### config.mk
export PLATFORM = sky130hd
export DESIGN_NAME = regfile_8x16
export DESIGN_NICKNAME = d
export VERILOG_FILES = /design/src/rtl/regfile_8x16.sv
export SDC_FILE = /design/constraint.sdc
export NUM_CORES = 1
export LEC_CHECK = 0
export CAP_MARGIN = 0
export CORE_AREA = 2 2 143 145
export CTS_BUF_LIST = sky130_fd_sc_hd__clkbuf_8
export DETAILED_ROUTE_END_ITERATION = 8
export DIE_AREA = 0 0 145 147
export PLACE_DENSITY = 0.7
export SLEW_MARGIN = 20
export SYNTH_ARGS = -nofsm -noshare
export SYNTH_HDL_FRONTEND = slang
export SYNTH_SLANG_ARGS = --single-unit
export TNS_END_PERCENT = 10
### constraint.sdc
create_clock -name Clock -period 6.6 [get_ports Clock]
set_input_delay 1.32 -clock Clock [delete_from_list [all_inputs] [get_ports Clock]]
set_output_delay 1.32 -clock Clock [all_outputs]
set_load 0.02 [all_outputs]
### src/rtl/regfile_8x16.sv
// Eight-entry register file with two combinational read ports, one write port,
// write-through bypass, R0 hardwired to zero and a committed-write counter.
module regfile_8x16 #(
  parameter int WIDTH = 16,
  parameter int NREG  = 8
) (
  input  logic             Clock,
  input  logic             Reset,
  input  logic             RegWrite,
  input  logic [2:0]       WriteReg,
  input  logic [WIDTH-1:0] WriteData,
  input  logic [2:0]       ReadReg1,
  input  logic [2:0]       ReadReg2,
  output logic [WIDTH-1:0] ReadData1,
  output logic [WIDTH-1:0] ReadData2,
  output logic [15:0]      WriteCount
);

  logic [WIDTH-1:0] regs [NREG];
  logic             wr_commit;

  // A write only lands outside reset and never into R0; bypass uses the same qualifier.
  assign wr_commit = RegWrite & ~Reset & (WriteReg != 3'd0);

  always_ff @(posedge Clock or posedge Reset) begin
    if (Reset) begin
      for (int i = 0; i < NREG; i++) begin
        regs[i] <= '0;
      end
    end else if (wr_commit) begin
      regs[WriteReg] <= WriteData;
    end
  end

  always_ff @(posedge Clock or posedge Reset) begin
    if (Reset) begin
      WriteCount <= 16'd0;
    end else if (wr_commit) begin
      WriteCount <= WriteCount + 16'd1;
    end
  end

  always_comb begin
    ReadData1 = '0;
    if (Reset || ReadReg1 == 3'd0) begin
      ReadData1 = '0;
    end else if (wr_commit && ReadReg1 == WriteReg) begin
      ReadData1 = WriteData;
    end else begin
      ReadData1 = regs[ReadReg1];
    end
  end

  always_comb begin
    ReadData2 = '0;
    if (Reset || ReadReg2 == 3'd0) begin
      ReadData2 = '0;
    end else if (wr_commit && ReadReg2 == WriteReg) begin
      ReadData2 = WriteData;
    end else begin
      ReadData2 = regs[ReadReg2];
    end
  end

endmodule
# Yosys cells after proc, flatten, opt, wreduce, memory -nomap -nowiden
# Index checks and enable logic that the tools add are counted.
[op_classes] n_addsub=1 order_cmp=4 n_eq_ne=2 mux=13 n_bitwise=6 reduce_logical=8
[op_table] cell="16-bit 2-to-1 mux" n=9
[op_table] cell="128-bit bitwise mux" n=1
[op_table] cell="16-bit binary-select mux with 3-bit select" n=2
[op_table] cell="16-bit demux with 3-bit select" n=1
[op_table] cell="16-bit by 1-bit adder with 16-bit output (second input constant)" n=1
[op_table] cell="4-bit greater-or-equal comparator (second input constant)" n=3
[op_table] cell="3-bit inverter with 4-bit output" n=3
[op_table] cell="3-bit equality test" n=2
[op_table] cell="3-bit zero test" n=2
[op_table] cell="4-bit by 1-bit < comparator with 1-bit output (second input constant)" n=1
[op_table] cell="1-bit logical AND" n=3
[op_table] cell="3-bit nonzero test" n=1
[op_table] cell="1-bit AND" n=2
[op_table] cell="1-bit logical OR" n=2
[op_table] cell="1-bit inverter" n=1
[totals] ff_bits=144 input_bits=28 out_inout_bits=48 wordCells=43

# Logic depth before layout (Yosys ltp)
# Gate-level depths: netlist of the first run.
[logic_depth] ltp_word=6 ltp_mapped=7 ltp_nobuf=4

# Worst setup path after synthesis of the first run
# No wires, ideal clock.
[synth_timing] path_type="in2out" startpoint="in ReadReg2[1]" endpoint="out ReadData2[10]" arrival_ps=2800 required_ps=5280 slack_ps=2480 cell_stages=7 path_buffers=3 path_cell_list="clkbuf_1 xnor2_1 nand3_2 or2_2 clkbuf_2 buf_2 a21oi_1"
[synth_via] elab_chain_len=6 elab_cells_between_ends=10 cone_classes="eq/ne (1); mux (5); bitwise (1); reduce/logical (3)"
[synth_lines] element="start: declaration" line_no="13" text="input logic [2:0] ReadReg2,"
[synth_lines] element="3-bit inverter with 4-bit output (implied by the code)" line_no="61" text="ReadData2 = regs[ReadReg2];"
[synth_lines] element="16-bit binary-select mux with 3-bit select" line_no="61"
[synth_lines] element="16-bit 2-to-1 mux (implied by the code) (2 in series)" line_no="61"
[synth_lines] element="16-bit 2-to-1 mux" line_no="58" text="end else if (wr_commit && ReadReg2 == WriteReg) begin"
[synth_lines] element="16-bit 2-to-1 mux (*)" line_no="56" text="if (Reset || ReadReg2 == 3'd0) begin"
[synth_lines] element="end: declaration" line_no="15" text="output logic [WIDTH-1:0] ReadData2,"
# Mark *: on every way between the ends. The rest lies on a longest branch, timed or not. The select of a mux whose other input is x is not followed.

# Worst setup path after layout of the first run
[layout_timing] startpoint="in WriteReg[1]" endpoint="out ReadData1[9]"
[layout_via] elab_chain_len=5 elab_cells_between_ends=6 cone_classes="eq/ne (1); mux (2); bitwise (1); reduce/logical (2)"
[layout_lines] element="start: declaration" line_no="10" text="input logic [2:0] WriteReg,"
[layout_lines] element="3-bit nonzero test" line_no="23" text="assign wr_commit = RegWrite & ~Reset & (WriteReg != 3'd0);"
[layout_lines] element="1-bit AND" line_no="23"
[layout_lines] element="1-bit logical AND (*)" line_no="47" text="end else if (wr_commit && ReadReg1 == WriteReg) begin"
[layout_lines] element="16-bit 2-to-1 mux (*)" line_no="47"
[layout_lines] element="16-bit 2-to-1 mux (*)" line_no="45" text="if (Reset || ReadReg1 == 3'd0) begin"
[layout_lines] element="end: declaration" line_no="14" text="output logic [WIDTH-1:0] ReadData1,"
# Mark *: on every way between the ends. The rest lies on a longest branch, timed or not.

==> flow_metrics.env, run 1 <==
export IMPL_min_from="regs[116]$_DFFE_PP0P_"
export IMPL_power_uw=2580
export IMPL_overflow=0
export IMPL_fin_nets=632
export IMPL_slew_violations=0
export IMPL_netlist_area_leader_share_pct=46.08
export IMPL_synth_top_family_by_area="multiplexers"
export IMPL_die_y_um=147
export IMPL_holdBufCountCts=0
export IMPL_start_util_pct=39.41
export IMPL_synth_common_cells="144 x dfrtp_1, 112 x mux2_2, 64 x mux4_2"
export IMPL_fin_crit_ns=5.516
export IMPL_cp_required_ns=5.28
export IMPL_hold_class="flip-flop to flip-flop"
export IMPL_seqCellArea_um2=3603
export IMPL_cts_root_buf="clkbuf_8"
export IMPL_core_area_um2=19840
export IMPL_grt_pass1_wl_um=32200
export IMPL_vdd_ir_drop_max_v=0.0001211
export IMPL_synth_seq_cells=144
export IMPL_rsz0062_at_grt="no"
export IMPL_num_fill_cells=1745
export IMPL_setup_viol=0
export IMPL_async_flop_share_pct=100.0
export IMPL_cts_setup_buffers=0
export IMPL_multiInputGateArea_um2=3944
export IMPL_synth_fa_ha_area_share_pct=0.1600
export IMPL_crit_top_cell="clkdlybuf4s50_1"
export IMPL_max_stage_delay_ns=0.69
export IMPL_max_freq_mhz=181.3
export IMPL_crit_arrival_ns=4.20
export IMPL_cp_num_buf_inv=2
export IMPL_worst_pin_slew_ns=1.100
export IMPL_synth_compound_area_share_pct=5.120
export IMPL_synthSimpleGateAreaFrac_pct=4.080
export IMPL_die_x_um=145
export IMPL_end_kind="output pin"
export IMPL_antenna_found_initial=1
export IMPL_cts_tree="built"
export IMPL_p_leak_uw=0.003761
export IMPL_critPathMaxFanout=17
export IMPL_clock_path_buffers=2
export IMPL_finalCritPeriodShare_pct=83.58
export IMPL_powerDensity_nw_per_um2=281.5
export IMPL_finClkSkew_ns=0.01078
export IMPL_synth_area_top_cells="dfrtp_1 46%, mux4_2 18%, mux2_2 16%"
export IMPL_synth_edff_count=0
export IMPL_cts_resized=0
export IMPL_io_buffers=75
export IMPL_grt_pass1_vias=5682
export IMPL_ys_seq_area_share_pct=46.08
export IMPL_track_usage_pct=19.75
export IMPL_std_cell_rows=52
export IMPL_r2r_start="WriteCount[3]$_DFFE_PP0P_"
export IMPL_ys_warnings_count=0
export IMPL_cap_violations=0
export IMPL_wl_per_cell_um=23.12
export IMPL_synth_top_cell_by_area="dfrtp_1"
export IMPL_synth_nets=578
export IMPL_worstSetupStartpointType="input port"
export IMPL_cts_clk_slew_worst_paths_ns=0.07
export IMPL_status="finished, final reports clean"
export IMPL_synthMuxAreaShare_pct=38.66
export IMPL_avgSynthCellArea_um2=14.24
export IMPL_ctsHtreeMaxLevel=4
export IMPL_clock_sinks=144
export IMPL_area_delta_synth_final_pct=17.18
export IMPL_synthFlopType="dfrtp_1"
export IMPL_vias=5148
export IMPL_ant_nets=0
export IMPL_crit_type="input port to output pin"
export IMPL_syn_inst=549
export IMPL_totalWireLength_um=20460
export IMPL_place_gp_congestion=0.7815
export IMPL_yosysMostFrequentCell="dfrtp_1"
export IMPL_maxSlewHeadroom_pct=26.68
export IMPL_drc_errors=0
export IMPL_grt_max_degree=82
export IMPL_crit_path_top_delay_cell="clkdlybuf4s50_1"
export IMPL_cp_cell_sequence="clkdlybuf4s50_1 -> xnor2_1 -> nand3_2 -> or2_2 -> a21oi_1 -> clkdlybuf4s50_1"
export IMPL_fin_tns_setup_ns=0
export IMPL_drtIter0Drc=382
export IMPL_boundaryPins=76
export IMPL_synth_area_um2=7820
export IMPL_numCtsBuffers=17
export IMPL_die_area_um2=21320
export IMPL_synthDistinctLibCells=35
export IMPL_crit_family="buffers and inverters"
export IMPL_vias_per_cell=5.817
export IMPL_clk_latency_ns=0.45
export IMPL_place_hpwl_um=13440
export IMPL_synth_xor_area_share_pct=2.352
export IMPL_drive_gt1_share_pct=38.11
export IMPL_first_pass_iters=5
export IMPL_critPathLaunch="WriteReg[1]"
export IMPL_hold_viol_final=0
-- sequential cells by signal, indices dropped and copies added (netlist names) --
signal and count:
WriteCount 16, regs 128
-- layout make-up --
class,instances,area share (%)
Multi-Input combinational cell,346,43.04
Clock inverter,11,1.379
Antenna cell,1,0.02731
Timing Repair Buffer,93,9.599
Tap cell,270,3.687
Clock buffer,19,2.854
Inverter,1,0.09558
Sequential cell,144,39.32
-- logic make-up (layout without fill, tap and decap cells) --
| kind of cell | after synthesis | in the layout |
|---|---|---|
| xor+xnor | 21 | 21 |
| simple gates | 52 | 52 |
| mux | 208 | 208 |
| fa+ha+maj | 1 | 1 |
| buf+inv | 59 | 124 |
| other cells | 0 | 1 |
| flops | 144 | 144 |
| compound gates | 64 | 64 |
-- through the flow --
step           cells  cell area (um^2)  setup slack (ns)  util, %  hold slack [ns]
3_5_place_dp     853              8757             1.108    44.13           0.3871
3_3_place_gp     853              8757             1.136    44.13           0.3768
5_1_grt          884              9161            0.9610    46.17           0.4152
2_1_floorplan    549              7820             1.414        -           0.4413
4_1_cts          883              9145             1.110    46.08           0.4025
6_report         885              9164             1.084    46.18           0.3983
-- final timing paths --
kind,to,slack (ns),cells after the start
setup / recovery,ReadData1[9],1.08,6
hold / removal,regs[116]$_DFFE_PP0P_,0.40,0
setup reg to reg,WriteCount[12]$_DFFE_PP0P_,5.14,4
hold reg to reg,regs[116]$_DFFE_PP0P_,0.40,0
max in group asynchronous,regs[57]$_DFFE_PP0P_,3.65,3
min in group asynchronous,WriteCount[2]$_DFFE_PP0P_,1.65,2
-- power breakdown --
group	internal (uW)	switching, uW	total [uW]
clock	381	317	699
combinational	399	287	685
sequential	1060	139	1200
-- placed cells by master, fill, tap and decap left out, types with 3 or more instances in the layout --
| cell | Yosys | final |
|---|---|---|
| inv_1 | 1 | 5 |
| and3_1 | 4 | 4 |
| nand4_1 | 4 | 4 |
| mux4_2 | 64 | 64 |
| nor2_1 | 6 | 6 |
| bufinv_16 | 0 | 3 |
| clkdlybuf4s50_1 | 0 | 73 |
| xor2_1 | 7 | 7 |
| dfrtp_1 | 144 | 144 |
| buf_4 | 5 | 17 |
| nand2_1 | 9 | 9 |
| mux2i_1 | 32 | 32 |
| nor3_1 | 5 | 5 |
| mux2_2 | 112 | 112 |
| xnor2_1 | 14 | 14 |
| nand3_1 | 5 | 5 |
| o31ai_1 | 32 | 32 |
| a21oi_1 | 32 | 32 |
| clkbuf_8 | 0 | 19 |
-- routing by layer --
metal | vias up | track usage, % | wire length (um)
met4 | 0 | 7.970 | 465
met5 | - | 0 | 0
met3 | 43 | 5.124 | 1163
li1 | 2207 | - | -
met1 | 2710 | 23.43 | 8016
met2 | 188 | 34.45 | 10810
Note: power is estimated with default switching activity, not from simulation.
==> run 2: changes to the inputs <==
clock period = 5.2 ns   (was 6.6 ns; I/O delays follow)
==> run 2 against run 1 <==
  * Clock power up 35%
  * Clock skew down 0.0060 ns
  * Worst setup slack worse by 0.49 ns
  * Sequential share of layout area down 0.37 points
  * Highest routed layer unchanged
==> flow_metrics.env, run 2 (synthesis results as in run 1) <==
export IMPL_status="finished, final reports clean"
export IMPL_clk_latency_ns=0.46
export IMPL_track_usage_pct=19.69
export IMPL_drive_gt1_share_pct=39.71
export IMPL_totalWireLength_um=20430
export IMPL_fin_crit_ns=4.610
export IMPL_cp_required_ns=4.16
export IMPL_io_buffers=75
export IMPL_ant_nets=0
export IMPL_cts_clk_slew_worst_paths_ns=0.08
export IMPL_cp_cell_sequence="clkdlybuf4s50_1 -> buf_4 -> nor3_1 -> nor2_1 -> buf_4 -> o31ai_1 -> a21oi_1 -> clkdlybuf4s50_1"
export IMPL_layout_commonest_cell="dfrtp_1"
export IMPL_overflow=0
export IMPL_slew_violations=0
export IMPL_multiInputGateArea_um2=3939
export IMPL_rsz0062_at_grt="no"
export IMPL_hold_class="flip-flop to flip-flop"
export IMPL_worstSetupStartpointType="input port"
export IMPL_grt_pass1_vias=5507
export IMPL_clock_sinks=144
export IMPL_critPathMaxFanout=14
export IMPL_seqCellArea_um2=3603
export IMPL_clock_path_buffers=2
export IMPL_numCtsBuffers=17
export IMPL_grt_max_degree=126
export IMPL_end_kind="output pin"
export IMPL_max_stage_delay_ns=0.66
export IMPL_fin_ws_ns=0.5898
export IMPL_critPathLaunch="ReadReg1[2]"
export IMPL_drc_errors=0
export IMPL_maxSlewHeadroom_pct=21.20
export IMPL_cts_root_buf="clkbuf_8"
export IMPL_dpl_instance_area_um2=8815
export IMPL_drtIter0Drc=329
export IMPL_boundaryPins=76
export IMPL_place_gp_congestion=0.7950
export IMPL_area_delta_synth_final_pct=18.30
export IMPL_num_fill_cells=1738
export IMPL_die_area_um2=21320
export IMPL_r2r_start="WriteCount[3]$_DFFE_PP0P_"
export IMPL_power_uw=3329
export IMPL_crit_arrival_ns=3.57
export IMPL_worst_pin_slew_ns=1.181
export IMPL_largest_register_ffs=128
export IMPL_post_route_util_pct=46.62
export IMPL_core_area_um2=19840
export IMPL_crit_path_top_delay_cell="clkdlybuf4s50_1"
export IMPL_powerDensity_nw_per_um2=359.8
export IMPL_vdd_ir_drop_max_v=0.0001535
export IMPL_min_from="regs[118]$_DFFE_PP0P_"
export IMPL_die_x_um=145
export IMPL_max_freq_mhz=216.9
export IMPL_std_cell_rows=52
export IMPL_vias_per_cell=5.786
export IMPL_antenna_found_initial=1
export IMPL_hold_viol_final=0
export IMPL_crit_type="input port to output pin"
export IMPL_wl_per_cell_um=22.88
export IMPL_cts_setup_buffers=0
export IMPL_place_hpwl_um=13470
export IMPL_cap_violations=0
export IMPL_final_cell_mix="144 x dfrtp_1, 112 x mux2_2, 73 x clkdlybuf4s50_1, 64 x mux4_2"
export IMPL_grt_pass1_wl_um=31880
export IMPL_dp_worst_setup_slack_ns=0.6391
export IMPL_reg_top3="regs: 128 flops, WriteCount: 16 flops"
export IMPL_top_register="regs"
export IMPL_holdBufCountCts=0
export IMPL_setup_viol=0
export IMPL_p_leak_uw=0.003783
export IMPL_postLayoutCellArea_um2=9251
export IMPL_die_y_um=147
export IMPL_finClkSkew_ns=0.004774
export IMPL_start_util_pct=39.41
export IMPL_ctsHtreeMaxLevel=4
export IMPL_first_pass_iters=5
export IMPL_cts_tree="built"
export IMPL_fin_nets=638
export IMPL_cts_resized=0
export IMPL_fin_tns_setup_ns=0
export IMPL_vias=5167
export IMPL_finalCritPeriodShare_pct=88.66
[run 2: metal layers]
| metal | share of wire (%) | wire [um] | global-route usage (%) | up-vias |
|---|---|---|---|---|
| met4 | 2.4 | 491 | 7.277 | 0 |
| met2 | 51 | 10380 | 33.60 | 188 |
| met3 | 5.1 | 1039 | 4.348 | 48 |
| met1 | 42 | 8518 | 24.79 | 2708 |
| li1 | - | - | - | 2223 |
| met5 | 0 | 0 | 0 | - |
[run 2: power breakdown]
group / switching, uW / internal [uW] / leakage (uW)
clock: 464 / 480 / 0.000200
combinational: 363 / 511 / 0.00177
sequential: 171 / 1340 / 0.00181
total: 998 / 2330 / 0.00378
[run 2: metrics by stage]
| step | instances | hold slack, ns |
|---|---|---|
| 2_1_floorplan | 549 | 0.4413 |
| 3_3_place_gp | 859 | 0.3763 |
| 3_5_place_dp | 859 | 0.3836 |
| 4_1_cts | 891 | 0.4042 |
| 5_1_grt | 892 | 0.4186 |
| 6_report | 893 | 0.4013 |
[run 2: final timing paths]
check,to,slack (ns),cells past startpoint
max,ReadData1[9],0.59,8
max in group asynchronous,regs[49]$_DFFE_PP0P_,3.07,4
min in group asynchronous,regs[5]$_DFFE_PP0P_,1.35,3
max reg2reg,WriteCount[15]$_DFFE_PP0P_,3.74,4
min reg2reg,regs[118]$_DFFE_PP0P_,0.40,0
min,regs[118]$_DFFE_PP0P_,0.40,0
[run 2: area by class of cell]
type,instances,area share (%)
Tap cell,270,3.652
Multi-Input combinational cell,346,42.58
Clock inverter,15,1.975
Clock buffer,17,2.529
Timing Repair Buffer,99,10.17
Antenna cell,1,0.02705
Sequential cell,144,38.95
Inverter,1,0.1217
[run 2: critical path, delay by kind of cell]
| kind | cells | cell delay (ns) |
|---|---|---|
| AND/OR/NAND/NOR | 2 | 0.41 |
| AO/OA/AOI/OAI | 2 | 0.34 |
| buffers and inverters | 4 | 1.79 |
